## src/rtl/seq_divider.sv

```systemverilog
// Multicycle restoring integer divider: one quotient bit per clock, signed or
// unsigned per operation, remainder in hi and quotient in lo.
module seq_divider #(
  parameter int WIDTH = 32,
  parameter int CW    = $clog2(WIDTH + 1)
) (
  input  logic             clk,
  input  logic             reset,
  input  logic             start,
  input  logic             is_signed,
  input  logic [WIDTH-1:0] dividend,
  input  logic [WIDTH-1:0] divisor,
  output logic             busy,
  output logic             done,
  output logic             div_zero,
  output logic [WIDTH-1:0] hi,
  output logic [WIDTH-1:0] lo
);

  localparam logic [1:0] S_IDLE = 2'd0;
  localparam logic [1:0] S_ITER = 2'd1;
  localparam logic [1:0] S_FIX  = 2'd2;

  function automatic logic [WIDTH-1:0] magnitude(input logic [WIDTH-1:0] v, input logic sgn);
    return (sgn && v[WIDTH-1]) ? -v : v;
  endfunction

  function automatic logic [WIDTH-1:0] apply_sign(input logic [WIDTH-1:0] v, input logic neg);
    return neg ? -v : v;
  endfunction

  logic [1:0]       state_q, state_d;
  logic [CW-1:0]    cnt_q, cnt_d;
  logic [WIDTH-1:0] rem_q, rem_d;
  logic [WIDTH-1:0] quo_q, quo_d;
  logic [WIDTH-1:0] dvd_q, dvd_d;
  logic [WIDTH-1:0] dvs_q, dvs_d;
  logic [WIDTH-1:0] raw_q, raw_d;
  logic             neg_q_q, neg_q_d;
  logic             neg_r_q, neg_r_d;
  logic             zero_q, zero_d;
  logic             busy_q, busy_d;
  logic             done_q, done_d;
  logic             dz_q, dz_d;
  logic [WIDTH-1:0] hi_q, hi_d;
  logic [WIDTH-1:0] lo_q, lo_d;

  // Working partial remainder is WIDTH+1 bits so the trial subtraction sign
  // can be read directly from the top bit.
  logic [WIDTH:0] shifted;
  logic [WIDTH:0] trial;

  always_comb begin
    shifted = {rem_q, dvd_q[WIDTH-1]};
    trial   = shifted - {1'b0, dvs_q};

    state_d = state_q;
    cnt_d   = cnt_q;
    rem_d   = rem_q;
    quo_d   = quo_q;
    dvd_d   = dvd_q;
    dvs_d   = dvs_q;
    raw_d   = raw_q;
    neg_q_d = neg_q_q;
    neg_r_d = neg_r_q;
    zero_d  = zero_q;
    busy_d  = busy_q;
    done_d  = 1'b0;
    dz_d    = dz_q;
    hi_d    = hi_q;
    lo_d    = lo_q;

    case (state_q)
      S_IDLE: begin
        if (start) begin
          dvd_d   = magnitude(dividend, is_signed);
          dvs_d   = magnitude(divisor, is_signed);
          raw_d   = dividend;
          neg_q_d = is_signed & (dividend[WIDTH-1] ^ divisor[WIDTH-1]);
          neg_r_d = is_signed & dividend[WIDTH-1];
          rem_d   = '0;
          quo_d   = '0;
          cnt_d   = CW'(WIDTH);
          busy_d  = 1'b1;
          zero_d  = (divisor == '0);
          state_d = (divisor == '0) ? S_FIX : S_ITER;
        end
      end
      S_ITER: begin
        dvd_d = dvd_q << 1;
        if (!trial[WIDTH]) begin
          rem_d = trial[WIDTH-1:0];
          quo_d = {quo_q[WIDTH-2:0], 1'b1};
        end else begin
          rem_d = shifted[WIDTH-1:0];
          quo_d = {quo_q[WIDTH-2:0], 1'b0};
        end
        cnt_d = cnt_q - CW'(1);
        if (cnt_q == CW'(1)) state_d = S_FIX;
      end
      S_FIX: begin
        if (zero_q) begin
          hi_d = raw_q;
          lo_d = '1;
          dz_d = 1'b1;
        end else begin
          hi_d = apply_sign(rem_q, neg_r_q);
          lo_d = apply_sign(quo_q, neg_q_q);
          dz_d = 1'b0;
        end
        done_d  = 1'b1;
        busy_d  = 1'b0;
        state_d = S_IDLE;
      end
      default: state_d = S_IDLE;
    endcase
  end

  always_ff @(posedge clk) begin
    if (reset) begin
      state_q <= S_IDLE;
      cnt_q   <= '0;
      rem_q   <= '0;
      quo_q   <= '0;
      dvd_q   <= '0;
      dvs_q   <= '0;
      raw_q   <= '0;
      neg_q_q <= 1'b0;
      neg_r_q <= 1'b0;
      zero_q  <= 1'b0;
      busy_q  <= 1'b0;
      done_q  <= 1'b0;
      dz_q    <= 1'b0;
      hi_q    <= '0;
      lo_q    <= '0;
    end else begin
      state_q <= state_d;
      cnt_q   <= cnt_d;
      rem_q   <= rem_d;
      quo_q   <= quo_d;
      dvd_q   <= dvd_d;
      dvs_q   <= dvs_d;
      raw_q   <= raw_d;
      neg_q_q <= neg_q_d;
      neg_r_q <= neg_r_d;
      zero_q  <= zero_d;
      busy_q  <= busy_d;
      done_q  <= done_d;
      dz_q    <= dz_d;
      hi_q    <= hi_d;
      lo_q    <= lo_d;
    end
  end

  assign busy     = busy_q;
  assign done     = done_q;
  assign div_zero = dz_q;
  assign hi       = hi_q;
  assign lo       = lo_q;

endmodule

```

## config.mk

```make
export PLATFORM = sky130hd
export DESIGN_NAME = seq_divider
export DESIGN_NICKNAME = d
export VERILOG_FILES = /design/src/rtl/seq_divider.sv
export SDC_FILE = /design/constraint.sdc
export NUM_CORES = 1
export LEC_CHECK = 0
export CORE_ASPECT_RATIO = 0.8
export CORE_MARGIN = 8
export CORE_UTILIZATION = 60
export DETAILED_ROUTE_END_ITERATION = 16
export GPL_TIMING_DRIVEN = 0
export HOLD_SLACK_MARGIN = 0.05
export PLACE_DENSITY = 0.83
export REMOVE_ABC_BUFFERS = 1
export SETUP_SLACK_MARGIN = 0.02
export SLEW_MARGIN = 10
export SYNTH_ARGS = -nofsm -noshare
export SYNTH_HDL_FRONTEND = slang
export SYNTH_SLANG_ARGS = --single-unit
```

## constraint.sdc

```tcl
create_clock -name clk -period 6.3 [get_ports clk]
set_input_delay 0.63 -clock clk [delete_from_list [all_inputs] [get_ports clk]]
set_output_delay 0.63 -clock clk [all_outputs]
set_load 0.02 [all_outputs]
```

## After elaboration in Yosys (flattened, before gate mapping)

Index checks and enable logic that the tools add are counted.

| cells by class | value |
|---|---|
| equal/unequal tests | 5 |
| bitwise gates (word level) | 3 |
| reductions and logical operators | 10 |
| muxes and demuxes | 23 |
| add/subtract/negate cells | 6 |

Operators with widths:

| operator | count |
|---|---|
| $mux W32 | 9 |
| $pmux W32 S2 | 3 |
| $neg A32 Y32 | 4 |
| $sub A33 B32 Y33 | 1 |
| $logic_not A32 Y1 | 1 |
| $pmux W6 S2 | 1 |
| $reduce_and A2 Y1 | 4 |
| $eq A6 B1 Y1 const B | 1 |
| $mux W2 | 3 |
| $mux W6 | 1 |
| $sub A6 B1 Y6 const B | 1 |
| $mux W1 | 4 |
| $ne A2 B2 Y1 const B | 2 |
| $pmux W2 S2 | 1 |
| $reduce_bool A2 Y1 | 2 |
| $and A1 B1 Y1 | 2 |
| $eq A2 B1 Y1 const B | 1 |
| $eq A2 B2 Y1 const B | 1 |
| $logic_and A1 B1 Y1 | 2 |
| $logic_not A2 Y1 | 1 |
| $pmux W1 S2 | 1 |
| $xor A1 B1 Y1 | 1 |

| word-level totals | value |
|---|---|
| output and inout port bits | 67 |
| bits in registers | 238 |
| logic and storage cells | 62 |
| bits of input ports | 68 |

## Longest topological paths before layout

| depth | value |
|---|---|
| depth in word-level cells | 4 |
| depth in mapped cells | 13 |
| gate-level depth less buffers | 11 |

## Least setup slack after synthesis

No wires, ideal clock.

| timing path | value |
|---|---|
| path kind | reg-to-reg |
| start | register rem_q[18] |
| end | register rem_q[1] |
| arrival | 3.054 ns |
| slack | 3.171 ns |
| period minus slack after synthesis | 3.129 ns |
| stages on the path, launching flop included | 12 |
| data required time | 6.226 ns |
| cell sequence | dfxtp_1 > ha_1 > buf_2 > a21oi_1 > o211ai_1 > a21o_1 > a311o_1 > or4b_1 > o211ai_1 > buf_4 > mux2_2 > o21ai_0 |

| on the way | value |
|---|---|
| cells in the longest elaborated chain, start to end | 3 |

RTL lines:

| what | line | text |
|---|---|---|
| from (decl) | 34 | `logic [WIDTH-1:0] rem_q, rem_d;` |
| from (signal assigned) | 139 | `rem_q <= rem_d;` |
| $sub A33 B32 Y33 | 55 | `trial = shifted - {1'b0, dvs_q};` |
| $mux W32 | 91 | `if (!trial[WIDTH]) begin` |
| $pmux W32 S2 | 73 | `case (state_q)` |

Every way passes these cells.
A chain may end at the register's enable or synchronous reset.

## Worst setup path after layout

| timing path | value |
|---|---|
| start | register dvd_q[31] |
| end | register rem_q[1] |

| on the way | value |
|---|---|
| cells in the longest elaborated chain, start to end | 3 |

RTL lines:

| what | line | text |
|---|---|---|
| from (decl) | 36 | `logic [WIDTH-1:0] dvd_q, dvd_d;` |
| from (signal assigned) | 141 | `dvd_q <= dvd_d;` |
| $sub A33 B32 Y33 | 55 |  |
| $mux W32 | 91 |  |
| $pmux W32 S2 | 73 |  |

Every way passes these cells.

==> metrics.txt <==
CP Capture Type flop; Port Buf Inserts 134; count of pins over their slew limit 0; io pins 135; post-route ant nets 0; Final Wtd Congestion 0.884; P&R area growth vs syn 17.9%; CORE AREA 0.0217 mm²; fill cell count 1684; CP delay by family, top compound AO/OA/AOI/OAI gates; H-tree Lvls 1; GRT Util Overall 25.0%; largest net degree at the start of global routing 132; worst clock skew 0.00772 ns; wire per inst 17.1 µm; Synth Warn # 0; final WL 35500 µm; kind of critical path reg2reg; Setup Viol. Count Final 0; HP Class reg2reg; Mapped Cells 1690; post-layout minimum cycle time 4.44 ns; number of flops mapped to enable cells by yosys 0; PwrDens 287 mW/mm²; setup bufs post-CTS 0; final hold slack 0.449 ns; clk buf depth 3; Arr. time, crit path 4.89 ns; CP dominant cell by count buf_4; CTS tree yes; vias in the first global route 11469; period utilisation layout 70.4%; library cells used by synthesis 78; number of max-cap violations 0; clock root buffer master clkbuf_16; number of synthesized register bits 238; total iterations of the first detailed-routing run 7; die area 0.0273 mm²; initial antenna violation count 1; Post-CTS Resized 0; CTS Buf Count 25; Peak Freq 225 MHz; Chip Width 183 µm; CP Buf/Inv Count 6; Die H 149 µm; share of cells above drive strength 1 4.69%; Residual DRC 0; Lkg Pwr 5.93 nW; non-filler cells, final 2070; Worst slew margin 12.6%; VDD IR max 189 µV; status finished clean; cell breakdown of the critical path inv_1 > ha_1 > fa_1 > nand2b_1 > a21o_1 > a21bo_2 > a211oi_1 > nor2_1 > o211ai_1 > buf_4 > buf_4 > buf_4 > buf_4 > buf_4 > mux2_2 > o21ai_0; Syn Area/Cell 7.89 µm²; 1st-iter DRT viols 1317; via count 12588; row cnt 48; slowest cell on the critical path a211oi_1; Final Hold Viols 0; Seq/Total Area, Yosys 35.7%; first-pass GRT wire length 57800 µm; cell taking the most area after synthesis dfxtp_1; post-synthesis instance area 0.0133 mm²; Max stage delay on crit path 0.52 ns; ys flop type dfxtp_1; clock-pin slew on the worst setup and hold paths 0.06 ns; Synth area leaders dfxtp_1 36%, nand2_1 6.8%, nor2_1 5.2%; clk sink count 238; Hold-fix buffers, CTS 0; Async SR Flop Fraction 0%; GR Overflow Total 0; initial core utilization 61.5%; placed insts 2025; RSZ-0062 raised after global routing no; pin slew with the least headroom to its limit 1.31 ns; Antenna diodes 0; Startpoint Class flop; CP Data Required Time 6.75 ns; Skew-Pair Late Insertion Delay 0.52 ns; post-detail-place hpwl 25200 µm; post-synth top area share 35.7%; CP Max Fanout 11; vias per cell 6.08; fin nets 1859
-- sequential cells by signal, summed over array words and instances, names as in the netlist --
| signal | cells |
|---|---|
| rem_q | 32 |
| zero_q | 1 |
| dvd_q | 32 |
| busy | 1 |
| neg_q_q | 1 |
| done | 1 |
| quo_q | 32 |
| div_zero | 1 |
| hi | 32 |
| dvs_q | 32 |
| raw_q | 32 |
| cnt_q | 6 |
| neg_r_q | 1 |
| state_q | 2 |
| lo | 32 |
-- tightest hold or removal path, cell delays in order, from the launching register on --
cell and delay [ns]:
dfxtp_1 0.31, nand2_1 0.05, a21oi_1 0.05
-- area by class of cell --
| class | count | area [µm²] | area share, % |
|---|---|---|---|
| clock inverter | 9 | 120 | 0.764 |
| multi-input combinational | 1282 | 7910 | 50.3 |
| tap | 300 | 375 | 2.39 |
| sequential | 238 | 4760 | 30.3 |
| inverter | 57 | 215 | 1.37 |
| timing repair buffer | 148 | 1610 | 10.2 |
| clock buffer | 36 | 737 | 4.69 |
-- synth_stat cells, drive strengths merged, types with 24 or more instances --
| cell type | n |
|---|---|
| a21oi | 133 |
| inv | 55 |
| a211oi | 49 |
| dfxtp | 238 |
| xor2 | 66 |
| clkbuf | 101 |
| ha | 38 |
| xnor2 | 73 |
| o211ai | 32 |
| nand2 | 244 |
| mux2i | 25 |
| o21ai | 97 |
| nor2 | 185 |
| a22oi | 32 |
| o31ai | 24 |
-- path summary, 6_finish.rpt --
check / end / depth (start not counted) / slack, ns / from
setup / recovery: rem_q[1]$_SDFFE_PP0P_ / 16 / 1.86 / dvd_q[31]$_SDFFE_PP0P_
hold reg to reg: dvs_q[31]$_SDFFE_PP0P_ / 2 / 0.45 / dvs_q[31]$_SDFFE_PP0P_
hold / removal: dvs_q[31]$_SDFFE_PP0P_ / 2 / 0.45 / dvs_q[31]$_SDFFE_PP0P_
setup reg to reg: rem_q[1]$_SDFFE_PP0P_ / 16 / 1.86 / dvd_q[31]$_SDFFE_PP0P_
-- cells in the final DEF, fill, tap and decap left out, types with 12 or more instances in the layout --
master / n
a211oi_1: 49
a21o_1: 19
a21oi_1: 133
a222oi_1: 21
a22oi_1: 32
a311oi_1: 17
clkbuf_16: 25
clkdlybuf4s50_1: 133
dfxtp_1: 238
ha_1: 38
inv_1: 55
mux2i_1: 25
nand2_1: 242
nand2b_1: 14
nand3_1: 16
nor2_1: 181
nor3_1: 22
nor4_1: 16
o211ai_1: 32
o21ai_0: 93
o22ai_1: 12
o31ai_1: 23
o41ai_1: 15
or3_1: 16
xnor2_1: 73
xor2_1: 66
-- per-layer routing --
metal	vias to the layer above	wire length (µm)	GRT usage, %
li1	6170	-	-
met1	5909	16500	34.9
met2	450	15700	39.6
met3	57	2540	4.09
met4	2	735	5.93
met5	-	10	0
-- kinds of logic after synthesis --
kind of cell	Yosys count	share of synthesized area, %
simple gates	580	19.4
compound gates	496	24.6
flops	238	35.7
buf+inv	170	5.31
xor+xnor	139	9.12
fa+ha+maj	39	3.71
mux	28	2.13
-- power breakdown --
part,switching (W),internal [W]
logic,0.000728,0.000556
registers,0.0000843,0.00160
clock network,0.000610,0.000931
-- through the flow --
step           total power (W)  area, µm²  setup TNS, ns  utilization (%)  setup WS, ns
2_1_floorplan          0.00261      12800              0                -          1.04
3_3_place_gp           0.00293      14600        -339.35             67.2         -4.25
3_5_place_dp           0.00297      14900              0             68.6          1.96
4_1_cts                0.00451      15700              0             72.6          1.91
5_1_grt                0.00471      15700              0             72.6          1.67
6_report               0.00451      15700              0             72.6          1.86
Power figures use the tool's default switching activity.
==> patch (same flow settings) <==
Add an input register stage for `divisor`; this delays it by one clock. The other inputs are not delayed to match.
--- a/src/rtl/seq_divider.sv
+++ b/src/rtl/seq_divider.sv
@@ -20,6 +20,12 @@
   localparam logic [1:0] S_IDLE = 2'd0;
   localparam logic [1:0] S_ITER = 2'd1;
   localparam logic [1:0] S_FIX  = 2'd2;
+
+  logic [WIDTH-1:0] divisor_q;
+
+  always_ff @(posedge clk) begin
+    divisor_q <= divisor;
+  end
 
   function automatic logic [WIDTH-1:0] magnitude(input logic [WIDTH-1:0] v, input logic sgn);
     return (sgn && v[WIDTH-1]) ? -v : v;
@@ -74,16 +80,16 @@
       S_IDLE: begin
         if (start) begin
           dvd_d   = magnitude(dividend, is_signed);
-          dvs_d   = magnitude(divisor, is_signed);
+          dvs_d   = magnitude(divisor_q, is_signed);
           raw_d   = dividend;
-          neg_q_d = is_signed & (dividend[WIDTH-1] ^ divisor[WIDTH-1]);
+          neg_q_d = is_signed & (dividend[WIDTH-1] ^ divisor_q[WIDTH-1]);
           neg_r_d = is_signed & dividend[WIDTH-1];
           rem_d   = '0;
           quo_d   = '0;
           cnt_d   = CW'(WIDTH);
           busy_d  = 1'b1;
-          zero_d  = (divisor == '0);
-          state_d = (divisor == '0) ? S_FIX : S_ITER;
+          zero_d  = (divisor_q == '0);
+          state_d = (divisor_q == '0) ? S_FIX : S_ITER;
         end
       end
       S_ITER: begin
Function: changed (a bounded check fails within 4 cycles, from zero or initial values and one cycle with reset high).
==> patch against the unedited design <==
Routed wire length rose by 4.2%. Highest routed layer is now met4. Total power fell by 0.45%. Clock skew rose by 0.0015 ns. Sequential cell count rose by 32. Core utilization fell by 1.4 points. Non-clock buffer count rose by 4. Setup slack improved by 0.69 ns. Area after synthesis rose by 5.2%. Design area rose by 5.1%. Sequential share of layout area rose by 2.4 points. Clock power rose by 5%. Via count rose by 4.3%.
==> patch: results (changes against the unedited design) <==
stage,metric,value,unit,change
route,vias,13128,,+4.3%
yosys,synth_common_cells,"dfxtp_1, nand2_1, nor2_1",,
timing,tightest_slew,1.11,ns,-0.201 ns
cells_and_area,fillers,1781,,+5.8%
pwr,p_leak,6.20,nW,+4.6%
global_route,grt.total_usage,24.5,%,-0.47 points
place,dpl_cell_area,15600,um2,+5.1%
cells_and_area,instances_no_fill,2140,,+3.4%
worst_setup_path,cp_max_fo,30,,+19
outcome,status,"finished, final reports clean",,
cells_and_area,n_antenna_cell,0,,unchanged
yosys,yosysSeqAreaShare,38.5,%,+2.8 points
pwr,ir_worst_vdd,0.193,mV,+2.1%
hold_path,min_from,hi[10]$_SDFFE_PP0P_,,
yosys,synth_area_leaders,"dfxtp_1, nand2_1, nor2_1",,
route,drt_iter0_drc,1381,,+4.9%
global_route,grt_max_degree,107,,-19%
yosys,syn_avg_cell_area,8.06,um2,+2.1%
cts,clk_latency,0.54,ns,+0.02 ns
route,postRouteAntennaNets,0,,unchanged
cts,cts-buffers-inserted,28,,+12%
pwr,swShare,30.0,%,-1.5 points
global_route,antenna_found_initial,0,,-1
worst_setup_path,cpPeakStageDelay,0.69,ns,+0.17 ns
cells_and_area,drive_gt1_share,5.42,%,+0.73 points
global_route,grt_pass1_vias,12003,,+4.7%
worst_setup_path,cp.arrival,4.21,ns,-0.68 ns
place,gp_congestion,0.929,,+5.1%
global_route,grt_first_pass_wirelength,60.4,mm,+4.4%
timing,skew,0.00924,ns,+0.00152 ns
route,drt-total-wl,37.0,mm,+4.2%
cells_and_area,nets,1915,,+3.0%
yosys,yosysUniqueCellTypes,76,,-2.6%
==> patch: cell types whose count changed in the layout (fill, tap and decap cells not counted), moves of 9 or more <==
cell      change
nor2_1       +14
o211ai_1     -16
nand3_1      +10
a222oi_1      +9
a211oi_1     -11
xor2_1        +9
o21ai_0      +24
dfxtp_1      +31
xnor2_1      -11
==> patch: logic make-up (layout without fill, tap and decap cells) <==
kind of cell / count (synthesis) / in the layout / share of synthesized area, %
XOR/XNOR: 137 / 137 / 8.55
multiplexers: 30 / 30 / 2.21
adder cells (fa/ha/maj): 39 / 39 / 3.53
buffers and inverters: 169 / 256 / 4.68
flip-flops: 270 / 270 / 38.5
AND/OR/NAND/NOR: 599 / 599 / 19.1
AO/OA/AOI/OAI: 497 / 497 / 23.4
==> patch: final timing paths <==
| path | endpoint | slack (ns) | cells after the start |
|---|---|---|---|
| max | rem_q[0]$_SDFFE_PP0P_ | 2.56 | 11 |
| min | hi[10]$_SDFFE_PP0P_ | 0.45 | 2 |
| max reg2reg | rem_q[0]$_SDFFE_PP0P_ | 2.56 | 11 |
| min reg2reg | hi[10]$_SDFFE_PP0P_ | 0.45 | 2 |
==> patch: metrics by stage <==
step                utilization [%]  setup WS [ns]
floorplan                         -          -1.70
global placement               66.0          -5.77
detailed placement             67.3           2.65
CTS                            71.2           2.63
global route                   71.2           2.38
finish                         71.2           2.56
==> patch: layout make-up <==
| cell class | instances | share of cell area, % |
|---|---|---|
| Clock buffer | 39 | 4.86 |
| Clock inverter | 11 | 0.538 |
| Inverter | 54 | 1.23 |
| Multi-Input combinational cell | 1302 | 48.5 |
| Sequential cell | 270 | 32.7 |
| Tap cell | 312 | 2.36 |
| Timing Repair Buffer | 152 | 9.83 |
==> patch: power groups by stage <==
| stage | clock, W | sequential (W) | combinational, W |
|---|---|---|---|
| finish | 0.00161 | 0.00188 | 0.000999 |
| global route | 0.00171 | 0.00189 | 0.00109 |
| CTS | 0.00163 | 0.00188 | 0.000983 |
| detailed placement | 0 | 0.00192 | 0.000976 |
| global placement | 0 | 0.00191 | 0.000950 |
| floorplan | 0 | 0.00191 | 0.000673 |
==> patch: worst min-delay path, cell delays in order, from the launching register on <==
cell and delay [ns]:
dfxtp_1 0.31, nand2_1 0.05, a21oi_1 0.05
==> patch: metal layers <==
metal	routed length [um]	part of all wire [%]	GRT usage [%]
met3	2680	7.2	3.80
met2	16600	45	39.0
met1	17100	46	34.6
met5	0	0	0
met4	599	1.6	5.06
